==> src/rtl/alu_wide_seq.sv <==
// 16-bit add/sub/mul sequencer driving a shared 8-bit ALU.
// Chains carries between byte slices; MUL is 8-step shift-add.
package ALU_def;
  typedef enum logic [3:0] {
    ALU_ADD  = 4'd0,
    ALU_ADDC = 4'd1,
    ALU_SUB  = 4'd2,
    ALU_NEG  = 4'd3,
    ALU_AND  = 4'd4,
    ALU_OR   = 4'd5,
    ALU_XOR  = 4'd6,
    ALU_PASS = 4'd7
  } ALU_CTRL;
endpackage

module alu_wide_seq
  import ALU_def::*;
(
  input  logic           clk,
  input  logic           reset,
  alu_wide_seq_if.slave  bus,
  output ALU_CTRL        alu_ctrl,
  output logic [7:0]     alu_a,
  output logic [7:0]     alu_b,
  output logic           alu_cin,
  input  logic [7:0]     alu_out,
  input  logic           alu_cout
);

  typedef enum logic [3:0] {
    S_IDLE,
    S_ADD_LO,
    S_ADD_HI,
    S_NEG_LO,
    S_NEG_HI,
    S_SUB_LO,
    S_SUB_HI,
    S_MUL_ITER,
    S_DONE
  } state_e;

  state_e      state_q, state_d;
  logic [15:0] a_q, a_d;
  logic [15:0] b_q, b_d;
  logic [15:0] nb_q, nb_d;
  logic [15:0] res_q, res_d;
  logic        chain_q, chain_d;
  logic        carry_q, carry_d;
  logic        zero_q, zero_d;
  logic [2:0]  cnt_q, cnt_d;

  assign bus.req_ready  = (state_q == S_IDLE);
  assign bus.rsp_valid  = (state_q == S_DONE);
  assign bus.rsp_result = res_q;
  assign bus.rsp_carry  = carry_q;
  assign bus.rsp_zero   = zero_q;

  // Next-state, datapath capture and ALU pin drive per state.
  always_comb begin
    state_d  = state_q;
    a_d      = a_q;
    b_d      = b_q;
    nb_d     = nb_q;
    res_d    = res_q;
    chain_d  = chain_q;
    carry_d  = carry_q;
    zero_d   = zero_q;
    cnt_d    = cnt_q;
    alu_ctrl = ALU_ADD;
    alu_a    = 8'h00;
    alu_b    = 8'h00;
    alu_cin  = 1'b0;

    unique case (state_q)
      S_IDLE: begin
        if (bus.req_valid) begin
          a_d     = bus.req_a;
          b_d     = bus.req_b;
          cnt_d   = 3'd0;
          carry_d = 1'b0;
          unique case (bus.req_op)
            2'b00: state_d = S_ADD_LO;
            2'b01: state_d = S_NEG_LO;
            2'b10: begin
              res_d   = {8'h00, bus.req_b[7:0]};
              state_d = S_MUL_ITER;
            end
            default: begin
              res_d   = 16'h0000;
              state_d = S_DONE;
            end
          endcase
        end
      end
      S_ADD_LO: begin
        alu_ctrl    = ALU_ADD;
        alu_a       = a_q[7:0];
        alu_b       = b_q[7:0];
        res_d[7:0]  = alu_out;
        chain_d     = alu_cout;
        state_d     = S_ADD_HI;
      end
      S_ADD_HI: begin
        alu_ctrl    = ALU_ADDC;
        alu_a       = a_q[15:8];
        alu_b       = b_q[15:8];
        alu_cin     = chain_q;
        res_d[15:8] = alu_out;
        carry_d     = alu_cout;
        state_d     = S_DONE;
      end
      S_NEG_LO: begin
        alu_ctrl   = ALU_NEG;
        alu_a      = b_q[7:0];
        nb_d[7:0]  = alu_out;
        state_d    = S_NEG_HI;
      end
      S_NEG_HI: begin
        alu_ctrl   = ALU_NEG;
        alu_a      = b_q[15:8];
        nb_d[15:8] = alu_out;
        state_d    = S_SUB_LO;
      end
      S_SUB_LO: begin
        alu_ctrl   = ALU_ADDC;
        alu_a      = a_q[7:0];
        alu_b      = nb_q[7:0];
        alu_cin    = 1'b1;
        res_d[7:0] = alu_out;
        chain_d    = alu_cout;
        state_d    = S_SUB_HI;
      end
      S_SUB_HI: begin
        alu_ctrl    = ALU_ADDC;
        alu_a       = a_q[15:8];
        alu_b       = nb_q[15:8];
        alu_cin     = chain_q;
        res_d[15:8] = alu_out;
        carry_d     = alu_cout;
        state_d     = S_DONE;
      end
      S_MUL_ITER: begin
        alu_ctrl = ALU_ADD;
        alu_a    = res_q[15:8];
        alu_b    = res_q[0] ? a_q[7:0] : 8'h00;
        res_d    = {alu_cout, alu_out, res_q[7:1]};
        carry_d  = 1'b0;
        cnt_d    = cnt_q + 3'd1;
        if (cnt_q == 3'd7) state_d = S_DONE;
      end
      S_DONE: begin
        if (bus.rsp_ready) state_d = S_IDLE;
      end
      default: state_d = S_IDLE;
    endcase

    if (state_d == S_DONE && state_q != S_DONE)
      zero_d = (res_d == 16'h0000);
  end

  // State and datapath registers.
  always_ff @(posedge clk or posedge reset) begin
    if (reset) begin
      state_q <= S_IDLE;
      a_q     <= 16'h0000;
      b_q     <= 16'h0000;
      nb_q    <= 16'h0000;
      res_q   <= 16'h0000;
      chain_q <= 1'b0;
      carry_q <= 1'b0;
      zero_q  <= 1'b0;
      cnt_q   <= 3'd0;
    end else begin
      state_q <= state_d;
      a_q     <= a_d;
      b_q     <= b_d;
      nb_q    <= nb_d;
      res_q   <= res_d;
      chain_q <= chain_d;
      carry_q <= carry_d;
      zero_q  <= zero_d;
      cnt_q   <= cnt_d;
    end
  end

endmodule

==> src/rtl/alu_wide_seq_if.sv <==
// Request/response handshake bundle for alu_wide_seq.
// master = datapath control, slave = sequencer.
interface alu_wide_seq_if;
  logic        req_valid;
  logic        req_ready;
  logic [1:0]  req_op;
  logic [15:0] req_a;
  logic [15:0] req_b;
  logic        rsp_valid;
  logic        rsp_ready;
  logic [15:0] rsp_result;
  logic        rsp_carry;
  logic        rsp_zero;

  modport master (
    output req_valid, req_op, req_a, req_b, rsp_ready,
    input  req_ready, rsp_valid, rsp_result, rsp_carry, rsp_zero
  );

  modport slave (
    input  req_valid, req_op, req_a, req_b, rsp_ready,
    output req_ready, rsp_valid, rsp_result, rsp_carry, rsp_zero
  );
endinterface

==> src/flat_wrapper.sv <==
// flat-port wrapper written by rule: the top's interface ports become plain ports
module alu_wide_seq_flat import ALU_def::*;
  (clk, reset, alu_ctrl, alu_a, alu_b, alu_cin, alu_out, alu_cout, bus_req_valid, bus_req_op, bus_req_a, bus_req_b, bus_rsp_ready, bus_req_ready, bus_rsp_valid, bus_rsp_result, bus_rsp_carry, bus_rsp_zero);
  alu_wide_seq_if bus_i ();
  input  logic clk;
  input  logic reset;
  output ALU_CTRL alu_ctrl;
  output logic [7:0] alu_a;
  output logic [7:0] alu_b;
  output logic alu_cin;
  input  logic [7:0] alu_out;
  input  logic alu_cout;
  input wire logic [$bits(bus_i.req_valid)-1:0] bus_req_valid;
  input wire logic [$bits(bus_i.req_op)-1:0] bus_req_op;
  input wire logic [$bits(bus_i.req_a)-1:0] bus_req_a;
  input wire logic [$bits(bus_i.req_b)-1:0] bus_req_b;
  input wire logic [$bits(bus_i.rsp_ready)-1:0] bus_rsp_ready;
  output wire logic [$bits(bus_i.req_ready)-1:0] bus_req_ready;
  output wire logic [$bits(bus_i.rsp_valid)-1:0] bus_rsp_valid;
  output wire logic [$bits(bus_i.rsp_result)-1:0] bus_rsp_result;
  output wire logic [$bits(bus_i.rsp_carry)-1:0] bus_rsp_carry;
  output wire logic [$bits(bus_i.rsp_zero)-1:0] bus_rsp_zero;
  assign bus_i.req_valid = bus_req_valid;
  assign bus_i.req_op = bus_req_op;
  assign bus_i.req_a = bus_req_a;
  assign bus_i.req_b = bus_req_b;
  assign bus_i.rsp_ready = bus_rsp_ready;
  assign bus_req_ready = bus_i.req_ready;
  assign bus_rsp_valid = bus_i.rsp_valid;
  assign bus_rsp_result = bus_i.rsp_result;
  assign bus_rsp_carry = bus_i.rsp_carry;
  assign bus_rsp_zero = bus_i.rsp_zero;
  alu_wide_seq u_core (.clk(clk), .reset(reset), .bus(bus_i), .alu_ctrl(alu_ctrl), .alu_a(alu_a), .alu_b(alu_b), .alu_cin(alu_cin), .alu_out(alu_out), .alu_cout(alu_cout));
endmodule
==> config.mk <==
export PLATFORM = sky130hd
export DESIGN_NAME = alu_wide_seq_flat
export DESIGN_NICKNAME = d
export VERILOG_FILES = /design/src/rtl/alu_wide_seq.sv /design/src/rtl/alu_wide_seq_if.sv /design/src/flat_wrapper.sv
export SDC_FILE = /design/constraint.sdc
export NUM_CORES = 1
export LEC_CHECK = 0
export CORE_ASPECT_RATIO = 2
export CORE_MARGIN = 2
export CORE_UTILIZATION = 35
export CTS_CLUSTER_DIAMETER = 80
export DETAILED_ROUTE_END_ITERATION = 6
export GPL_ROUTABILITY_DRIVEN = 0
export PLACE_DENSITY = 0.72
export REMOVE_ABC_BUFFERS = 1
export SYNTH_ARGS = -nofsm -noshare
export SYNTH_HDL_FRONTEND = slang
export SYNTH_SLANG_ARGS = --single-unit
export TNS_END_PERCENT = 20
==> constraint.sdc <==
create_clock -name clk -period 2.1 [get_ports clk]
set_clock_uncertainty 0.05 [all_clocks]
set_input_delay 0.21 -clock clk [delete_from_list [all_inputs] [get_ports clk]]
set_output_delay 0.21 -clock clk [all_outputs]
set_load 0.005 [all_outputs]
==> flow_metrics.py, run 1 <==
metrics = {
    "critical_path": {
        "worstSetupStartpointType": "register",
        "rr_worst_depth": 7,
        "worstPathArrival_ns": 1.92,
        "path_class": "register to output port",
        "crit_path_max_fanout": 4,
        "end_kind": "output port",
        "cp_data_required_time_ns": 1.84,
    },
    "yosys": {
        "syn_area_per_cell_um2": 9.15,
        "synth_area_mm2": 0.00401,
        "ys_async_sr_fraction_pct": 100,
        "ys_ff_latch": 74,
        "ys_warn_count": 0,
        "synth_top_flop_cell": "dfrtp_1",
        "synth.distinct_cells": 49,
        "yosys.area.top_type_share_pct": 46.2,
        "synthTopCellsByArea": "dfrtp_1 46%, nand2_1 12%, mux2i_1 4.2%",
        "yosysSeqAreaShare_pct": 46.2,
        "synth-edff-count": 0,
        "yosys.area.top_type": "dfrtp_1",
        "syn_inst": 438,
    },
    "clocking": {
        "tritoncts": "yes",
        "clockBufferDepth": 2,
        "clkLatencyLatePin_ns": 0.34,
        "cts_htree_levels": 3,
        "cts-root-buf": "clkbuf_16",
        "hold_buffers": 0,
        "numCtsBuffers": 9,
        "clk_pin_slew_ns": 0.06,
        "cts_sinks": 74,
    },
    "grt": {
        "grt_overflow_total": 0,
        "grt_pass1_vias": 4172,
        "grt_use_total_pct": 23.4,
        "grt_most_used_layer": "met2",
        "use_met2_pct": 41.2,
        "grt_first_pass_wirelength_um": 21800,
        "met3_usage_pct": 3.89,
        "use_met1_pct": 25.3,
        "antenna_found_initial": 0,
        "grt_max_degree": 38,
    },
    "final_layout": {
        "multiInputGateArea_mm2": 0.00215,
        "fill_cells": 962,
        "layout.nets": 638,
        "register_area_mm2": 0.00185,
        "final-instance-count-excl-fill": 732,
        "utilization_pct": 54.6,
        "diodes": 0,
        "area_delta_synth_final_pct": 52.9,
        "layout-drive-gt1-share_pct": 28.8,
    },
    "timing": {
        "fin_hold_ws_ns": 0.108,
        "rsz0062_at_grt": "true",
        "layout_min_cycle_time_ns": 2.18,
        "setup_tns_ns": -0.546,
        "finalHoldViolCount": 0,
        "period_share_pct": 104,
        "finalSetupViolCount": 15,
        "slew_violations": 0,
        "max_freq_mhz": 459,
        "layout_setup_ws_ns": -0.0781,
    },
    "floorplanning": {
        "pin_count": 88,
        "core_area_mm2": 0.0112,
        "die_area_mm2": 0.0124,
        "start_util_pct": 35.7,
        "die_y_um": 155,
        "row_count": 55,
        "die_x_um": 79.7,
    },
    "job": {
        "cap_violations": 0,
    },
    "hold_path": {
        "hold_class": "input pin to async pin",
    },
    "place": {
        "portBuffers": 85,
        "placedCellCount": 682,
        "place_hpwl_um": 9850,
        "dpl_worst_slack_ns": -0.244,
    },
    "routing": {
        "wl_per_cell_um": 19.6,
        "via_count": 4154,
        "drt-pass1-iter-count": 7,
        "vias_per_cell": 5.67,
        "routed_wirelength_um": 14300,
        "postRouteAntennaNets": 0,
        "drt_first_iter_violations": 401,
        "route.detailed.drc": 0,
    },
    "pwr": {
        "p_leak_nw": 2.92,
        "irDropWorstVdd_mv": 0.686,
        "powerDensity_mw_per_mm2": 1480,
    },
    "outcome": {
        "outcome": "finished, violations left",
        "violations": "setup timing",
    },
}
cells in the final DEF, fill, tap and decap left out, types with 5 or more instances in the layout:
cell / instances
buf_2: 14
buf_12: 9
clkbuf_16: 10
nand2b_1: 16
a221o_1: 6
o21ai_0: 9
mux2_2: 15
dfrtp_1: 72
a22oi_2: 6
nor2_1: 8
a21o_1: 8
o221ai_2: 8
clkdlybuf4s50_1: 64
inv_1: 5
buf_6: 12
a21oi_1: 18
mux2i_1: 17
nor4_1: 5
ha_1: 6
nand2_1: 129
a222oi_1: 8
nand3_1: 18
buf_4: 58
worst paths after layout:
path	slack, ns	start	end
min in group clk	0.34	bus_req_a[1]	u_core.a_q[1]
max in group asynchronous	1.37	reset	u_core.bus.rsp_result[10]
min reg2reg	0.44	u_core.a_q[10]	u_core.a_q[10]
max	-0.08	u_core.state_q[3]	alu_a[1]
max reg2reg	-0.07	u_core.state_q[1]	u_core.bus.rsp_zero
min	0.11	reset	u_core.b_q[15]
routing by layer:
layer / vias up / routed length [um]
met5: - / 0
met1: 2044 / 5080
li1: 1833 / -
met3: 71 / 777
met4: 0 / 803
met2: 206 / 7680
stage by stage:
| step | instance area (um^2) | total power, mW |
|---|---|---|
| 3_3_place_gp | 5350 | 6.41 |
| 2_1_floorplan | 3870 | 4.46 |
| 6_report | 6130 | 9.10 |
| 3_5_place_dp | 5350 | 6.55 |
| 4_1_cts | 6050 | 8.84 |
| 5_1_grt | 6130 | 9.53 |
report_power, final:
| group | leakage, nW | total [mW] | internal [mW] | switching (mW) |
|---|---|---|---|---|
| clock | 0.165 | 1.83 | 1.20 | 0.632 |
| combinational | 1.83 | 4.58 | 2.40 | 2.18 |
| sequential | 0.925 | 2.69 | 2.08 | 0.609 |
sequential cells by signal, summed over array words and instances (netlist names):
signal,cells
u_core.bus.rsp_carry,1
u_core.bus.rsp_zero,1
u_core.chain_q,1
u_core.cnt_q,3
u_core.b_q,16
u_core.a_q,16
u_core.nb_q,16
u_core.state_q,4
u_core.bus.rsp_result,16
synthesized netlist by cell type (all sizes together), types with 2 or more instances:
library cell  instances
nand2b               17
o21ai                 9
clkbuf               16
a21o                  8
nor2                  9
buf                  14
and3                  4
a22o                  3
dfrtp                74
inv                   7
a222oi                8
a2111oi               2
nand2               132
nand4                 2
mux2i                17
nand3                18
a22oi                 8
a221o                 6
o221ai               10
a21oi                19
nor4b                 2
ha                    6
a31oi                 2
mux2                 16
nor3                  4
or2                   4
and2                  2
nor4                  6
kinds of logic after synthesis:
| logic type | synth area share (%) |
|---|---|
| adder cells (fa/ha/maj) | 1.87 |
| buffers and inverters | 4.25 |
| multiplexers | 8.74 |
| flip-flops | 46.2 |
| AO/OA/AOI/OAI | 14.6 |
| other | 0.0936 |
| AND/OR/NAND/NOR | 24.3 |
worst max-delay path, stage by stage, from the launching register on:
cell and delay (ns):
dfrtp_1 0.41, buf_6 0.13, buf_6 0.11, nor4b_4 0.28, clkbuf_16 0.20, buf_8 0.11, buf_12 0.10, a22oi_2 0.04
nand2_1 0.07, buf_2 0.11
timing repair:
action,in CTS,in global routing
pin swaps,15,13
resized for setup,82,45
endpoints found under the setup margin,22,41
setup buffers,27,9
cell type report:
type,count,share of cell area [%]
Clock buffer,10,3.90
Clock inverter,6,1.86
Inverter,8,0.511
Multi-Input combinational cell,327,35.1
Sequential cell,74,30.3
Tap cell,142,2.90
Timing Repair Buffer,165,25.5
Note: power is estimated with default switching activity, not from simulation.
==> inputs of run 2 (changes only) <==
- ABC_AREA: unset -> 1
==> flow_metrics.py, run 2 <==
metrics = {
    "clocking": {
        "cts_sinks": 74,
        "hold_buffers": 0,
        "tritoncts": "yes",
        "clkLatencyLatePin_ns": 0.34,
        "clockBufferDepth": 2,
        "cts-root-buf": "clkbuf_16",
        "clk_pin_slew_ns": 0.05,
        "numCtsBuffers": 9,
        "cts_htree_levels": 3,
    },
    "critical_path": {
        "cp_data_required_time_ns": 1.84,
        "critical_path.cell_chain": "inv_4, nand2_4, nor2_4, buf_12, nand2_1, o21ai_2, a221oi_2, nand2_1, clkdlybuf4s50_1",
        "worstSetupStartpointType": "register",
        "cp_slowest_cell": "clkdlybuf4s50_1",
        "slowest_delay_ns": 0.50,
        "crit_path_max_fanout": 6,
        "end_kind": "output port",
        "worstPathArrival_ns": 2.07,
        "path_class": "register to output port",
        "rr_worst_depth": 13,
        "cp_common_cell": "nand2_1",
    },
    "routing": {
        "postRouteAntennaNets": 0,
        "vias_per_cell": 5.48,
        "drt-pass1-iter-count": 7,
        "wl_per_cell_um": 18.1,
        "routed_wirelength_um": 15000,
        "via_count": 4534,
        "drt_first_iter_violations": 397,
        "route.detailed.drc": 1,
    },
    "grt": {
        "grt_max_degree": 28,
        "grt_overflow_total": 0,
        "antenna_found_initial": 0,
        "met3_usage_pct": 4.56,
        "grt_most_used_layer": "met2",
        "grt_first_pass_wirelength_um": 22600,
        "grt_use_total_pct": 23.9,
        "grt_pass1_vias": 4546,
        "use_met1_pct": 23.9,
        "use_met2_pct": 41.6,
    },
    "final_layout": {
        "layout_common_cells": "159 x nand2_1, 71 x inv_1, 71 x dfrtp_1",
        "layout.nets": 731,
        "diodes": 0,
        "final_common_cell": "nand2_1",
        "utilization_pct": 51.5,
        "area_delta_synth_final_pct": 44.2,
        "layout-drive-gt1-share_pct": 19.3,
        "final-instance-count-excl-fill": 828,
    },
    "yosys": {
        "synth.distinct_cells": 33,
        "yosysSeqAreaShare_pct": 44.6,
        "yosys.cell_count.top_type": "nand2_1",
        "synthAdderAreaFrac_pct": 1.81,
        "synthMuxAreaShare_pct": 0,
        "syn_inst": 549,
        "synth_xor_area_share_pct": 0,
        "ys_warn_count": 0,
        "yosys.area.top_type": "dfrtp_1",
        "ys_top_cells_by_count": "164 x nand2_1, 77 x inv_1, 74 x dfrtp_1, 66 x o21ai_0, 28 x nor2_1",
        "synth_top_family_by_area": "simple AND/OR/NAND/NOR gates",
        "yosys.area.top_type_share_pct": 44.6,
        "ys_ff_latch": 74,
        "synthTopCellsByArea": "dfrtp_1 45%, nand2_1 15%, o21ai_0 7.9%",
        "ys_async_sr_fraction_pct": 100,
        "synthSimpleGateAreaFrac_pct": 26.8,
        "synth-edff-count": 0,
        "syn_area_per_cell_um2": 7.57,
        "synth_area_mm2": 0.00416,
        "synth_compound_area_share_pct": 15.8,
        "synth_top_flop_cell": "dfrtp_1",
    },
    "timing": {
        "finalSetupViolCount": 11,
        "slew_violations": 0,
        "max_freq_mhz": 429,
        "rsz0062_at_grt": "true",
        "period_share_pct": 111,
        "layout_min_cycle_time_ns": 2.33,
        "tightest_slew_ns": 0.606,
        "finalHoldViolCount": 0,
        "layout_setup_ws_ns": -0.229,
        "max_slew_margin_pct": 59.6,
    },
    "floorplanning": {
        "die_area_mm2": 0.0128,
        "core_area_mm2": 0.0116,
        "pin_count": 88,
        "row_count": 56,
        "die_y_um": 158,
        "die_x_um": 81.1,
        "start_util_pct": 35.7,
    },
    "place": {
        "placedCellCount": 797,
        "portBuffers": 85,
        "place_hpwl_um": 10800,
    },
    "hold_path": {
        "hold_class": "input pin to async pin",
    },
    "pwr": {
        "p_leak_nw": 2.94,
        "irDropWorstVdd_mv": 0.646,
        "powerDensity_mw_per_mm2": 1420,
    },
    "job": {
        "cap_violations": 0,
    },
    "outcome": {
        "violations": "DRC, setup timing",
        "outcome": "finished, violations left",
    },
}
## run 2: cell types whose count changed in the layout (fill, tap and decap cells not counted), moves of 15 or more
cell	delta
nand2_1	+30
nand2b_1	-16
o21ai_0	+46
a21oi_1	-16
o22ai_1	+15
mux2i_1	-17
inv_1	+66
mux2_2	-15
## run 2: layer usage
metal / up-vias / part of all wire (%) / routed length, um
li1: 2052 / - / -
met1: 2106 / 32 / 4860
met2: 285 / 53 / 7920
met3: 91 / 7.2 / 1080
met4: 0 / 7.5 / 1120
met5: - / 0 / 0
## run 2: final timing paths
kind | from | endpoint | slack (ns)
setup / recovery | u_core.state_q[3] | alu_a[3] | -0.23
hold / removal | reset | u_core.b_q[13] | 0.21
max in group asynchronous | reset | u_core.bus.rsp_result[15] | 1.20
min in group clk | bus_req_b[11] | u_core.b_q[11] | 0.35
setup reg to reg | u_core.state_q[1] | u_core.bus.rsp_zero | 0.07
hold reg to reg | u_core.cnt_q[0] | u_core.cnt_q[0] | 0.43
## run 2: critical path: cells and delay by family (launching register included)
family | cells | cell delay [ns]
and+or+nand+nor | 4 | 0.38
buffers and inverters | 3 | 0.77
DFF | 1 | 0.46
AOI/OAI and AO/OA | 2 | 0.13
## run 2: report_power, final
group          leakage, nW  switching (mW)  internal [mW]
clock network        0.127           0.616          0.794
logic                 1.89            2.42           2.02
registers            0.919           0.561           2.09
total                 2.94            3.60           4.91
## run 2: stage by stage
stage | power [mW] | hold slack [ns] | cell area (um^2) | setup slack [ns] | setup TNS (ns)
floorplan | 4.44 | 0.277 | 4010 | -0.805 | -19.88
global placement | 6.41 | 0.411 | 5380 | -0.0841 | -0.0841
detailed placement | 6.50 | 0.412 | 5380 | -0.123 | -0.184
CTS | 8.13 | 0.226 | 5830 | -0.230 | -1.11
global route | 9.04 | 0.259 | 5990 | -0.294 | -2.09
finish | 8.50 | 0.210 | 5990 | -0.229 | -1.15
## run 2: cell families after synthesis
logic type,Yosys count
AOI/OAI and AO/OA,110
DFF,74
and+or+nand+nor,253
adders and majority gates,6
buffers and inverters,105
other,1
## run 2: layout make-up
cell class | count | area (um^2)
multi-input cells | 371 | 2010
clock buffers | 9 | 225
clock inverters | 7 | 46.3
repair buffers | 140 | 1350
fillers | 1118 | 5640
flip-flops and latches | 74 | 1860
inverters | 82 | 325
well taps | 145 | 181
## run 2: repair_timing
| action | CTS | global route |
|---|---|---|
| resized for setup | 64 | 40 |
| buffers inserted | 6 | 8 |
| endpoints found under the setup margin | 21 | 21 |
| gates cloned | 1 | 0 |
| pin swaps | 4 | 4 |
==> inputs of run 3 (changes only) <==
- CTS_CLUSTER_DIAMETER: 80 -> unset
- PLACE_DENSITY: 0.72 -> 0.69
- clock period: 2.1 -> 2.7 ns (I/O delays scaled with it)
==> flow_metrics.py, run 3 (same netlist as run 2, synthesis figures left out) <==
metrics = {
    "floorplanning": {
        "pin_count": 88,
        "die_y_um": 158,
        "start_util_pct": 35.7,
        "die_area_mm2": 0.0128,
        "row_count": 56,
        "core_area_mm2": 0.0116,
        "die_x_um": 81.1,
    },
    "grt": {
        "grt_overflow_total": 0,
        "antenna_found_initial": 0,
        "grt_first_pass_wirelength_um": 21500,
        "grt_max_degree": 40,
        "grt_pass1_vias": 4243,
        "grt_use_total_pct": 22.5,
    },
    "timing": {
        "finalSetupViolCount": 0,
        "finalHoldViolCount": 0,
        "rsz0062_at_grt": "true",
        "slew_violations": 0,
        "max_freq_mhz": 382,
        "setup_tns_ns": 0,
        "layout_min_cycle_time_ns": 2.62,
        "period_share_pct": 96.9,
    },
    "critical_path": {
        "regToRegSetupSlack_ns": 0.55,
        "cp.buffers_inverters": 2,
        "critical_path.cell_chain": "inv_1, nor2_2, nand3_2, o21ai_0, a221oi_1, o21ai_0, clkdlybuf4s50_1",
        "cp_slowest_cell": "clkdlybuf4s50_1",
        "worstSetupStartpointType": "register",
        "worstPathArrival_ns": 2.30,
        "rr_worst_depth": 14,
        "crit_family": "buffers and inverters",
        "end_kind": "output port",
        "r2r_start": "u_core.state_q[3]",
        "worstReg2RegEnd": "u_core.bus.rsp_zero",
        "cp.depth": 7,
        "path_class": "register to output port",
        "cp_data_required_time_ns": 2.38,
        "crit_path_max_fanout": 8,
        "startpoint": "u_core.state_q[2]",
        "cp_common_cell": "o21ai_0",
        "slowest_delay_ns": 0.54,
    },
    "routing": {
        "postRouteAntennaNets": 0,
        "routed_wirelength_um": 13800,
        "route.detailed.drc": 0,
        "wl_met1_um": 4710,
        "via_count": 4246,
        "vias_per_cell": 5.35,
        "routed-wl-met3_um": 906,
        "drt_first_iter_violations": 413,
        "wl_per_cell_um": 17.4,
        "drt-pass1-iter-count": 6,
        "top_layer": "met4",
        "dr_wl_met2_um": 7310,
    },
    "clocking": {
        "clk_pin_slew_ns": 0.06,
        "cts_sinks": 74,
        "cts_htree_levels": 3,
        "numCtsBuffers": 9,
        "clockBufferDepth": 2,
        "tritoncts": "yes",
        "hold_buffers": 0,
        "cts-root-buf": "clkbuf_16",
        "clkLatencyLatePin_ns": 0.34,
    },
    "job": {
        "cap_violations": 0,
    },
    "pwr": {
        "p_leak_nw": 2.67,
        "irDropWorstVdd_mv": 0.475,
        "p_seq_share_pct": 32.7,
        "p_total_mw": 6.22,
        "switchingPower_mw": 2.48,
        "swShare_pct": 39.9,
        "power_frac_comb_pct": 46.0,
        "powerDensity_mw_per_mm2": 1120,
        "clkPwrFrac_pct": 21.3,
        "p_int_mw": 3.74,
    },
    "final_layout": {
        "area_delta_synth_final_pct": 34.2,
        "layout.nets": 696,
        "fill_cells": 1170,
        "diodes": 0,
        "layout-drive-gt1-share_pct": 9.88,
        "layout_common_cells": "163 x nand2_1, 83 x clkdlybuf4s50_1, 75 x inv_1",
        "final_common_cell": "nand2_1",
    },
    "place": {
        "place_hpwl_um": 10400,
        "portBuffers": 85,
    },
    "outcome": {
        "outcome": "completed",
    },
    "hold_path": {
        "hold_class": "input pin to async pin",
    },
}
==> run 3: per-layer routing <==
| metal | track usage [%] | vias up |
|---|---|---|
| li1 | - | 1974 |
| met1 | 23.6 | 1989 |
| met2 | 39.5 | 230 |
| met3 | 4.45 | 53 |
| met4 | 15.2 | 0 |
| met5 | 0 | - |
==> run 3: layout make-up <==
type	instances	area [um^2]	share of cell area, %
Tap cell	145	181	3.25
Clock buffer	12	256	4.60
Multi-Input combinational cell	371	1870	33.6
Sequential cell	74	1850	33.3
Timing Repair Buffer	105	1020	18.3
Clock inverter	4	73.8	1.32
Inverter	82	317	5.68
==> run 3: repair_timing <==
action | in CTS | in global routing
gates resized for setup | 3 | 12
pin swaps | 1 | 0
endpoints found under the setup margin | 5 | 16
setup buffers | 3 | 3
==> run 3: power groups by stage <==
stage,Sequential (mW),Clock [mW],Combinational (mW)
floorplan,1.91,0,1.55
global placement,2.01,0,2.72
detailed placement,2.03,0,2.77
CTS,2.02,1.34,2.81
global route,2.08,1.38,3.18
finish,2.04,1.33,2.86
==> run 3: per-stage QoR <==
step	instance area, um^2	worst slack (ns)	util (%)	instances	hold WS [ns]
3_3_place_gp	5160	0.254	44.4	771	0.411
2_1_floorplan	4010	-0.205	-	527	0.337
4_1_cts	5530	0.0223	47.5	790	0.193
6_report	5580	0.0830	47.9	793	0.180
5_1_grt	5580	-0.0594	47.9	793	0.221
3_5_place_dp	5160	0.214	44.4	771	0.416
==> run 3: how the worst max path moves through the flow <==
stage | to | slack [ns]
after floorplan | u_core.cnt_q[1] | -0.21
after CTS | alu_a[2] | 0.02
after global routing | alu_b[3] | -0.06
after detailed placement | alu_b[2] | 0.21
after global placement | alu_b[2] | 0.25
final | alu_b[3] | 0.08
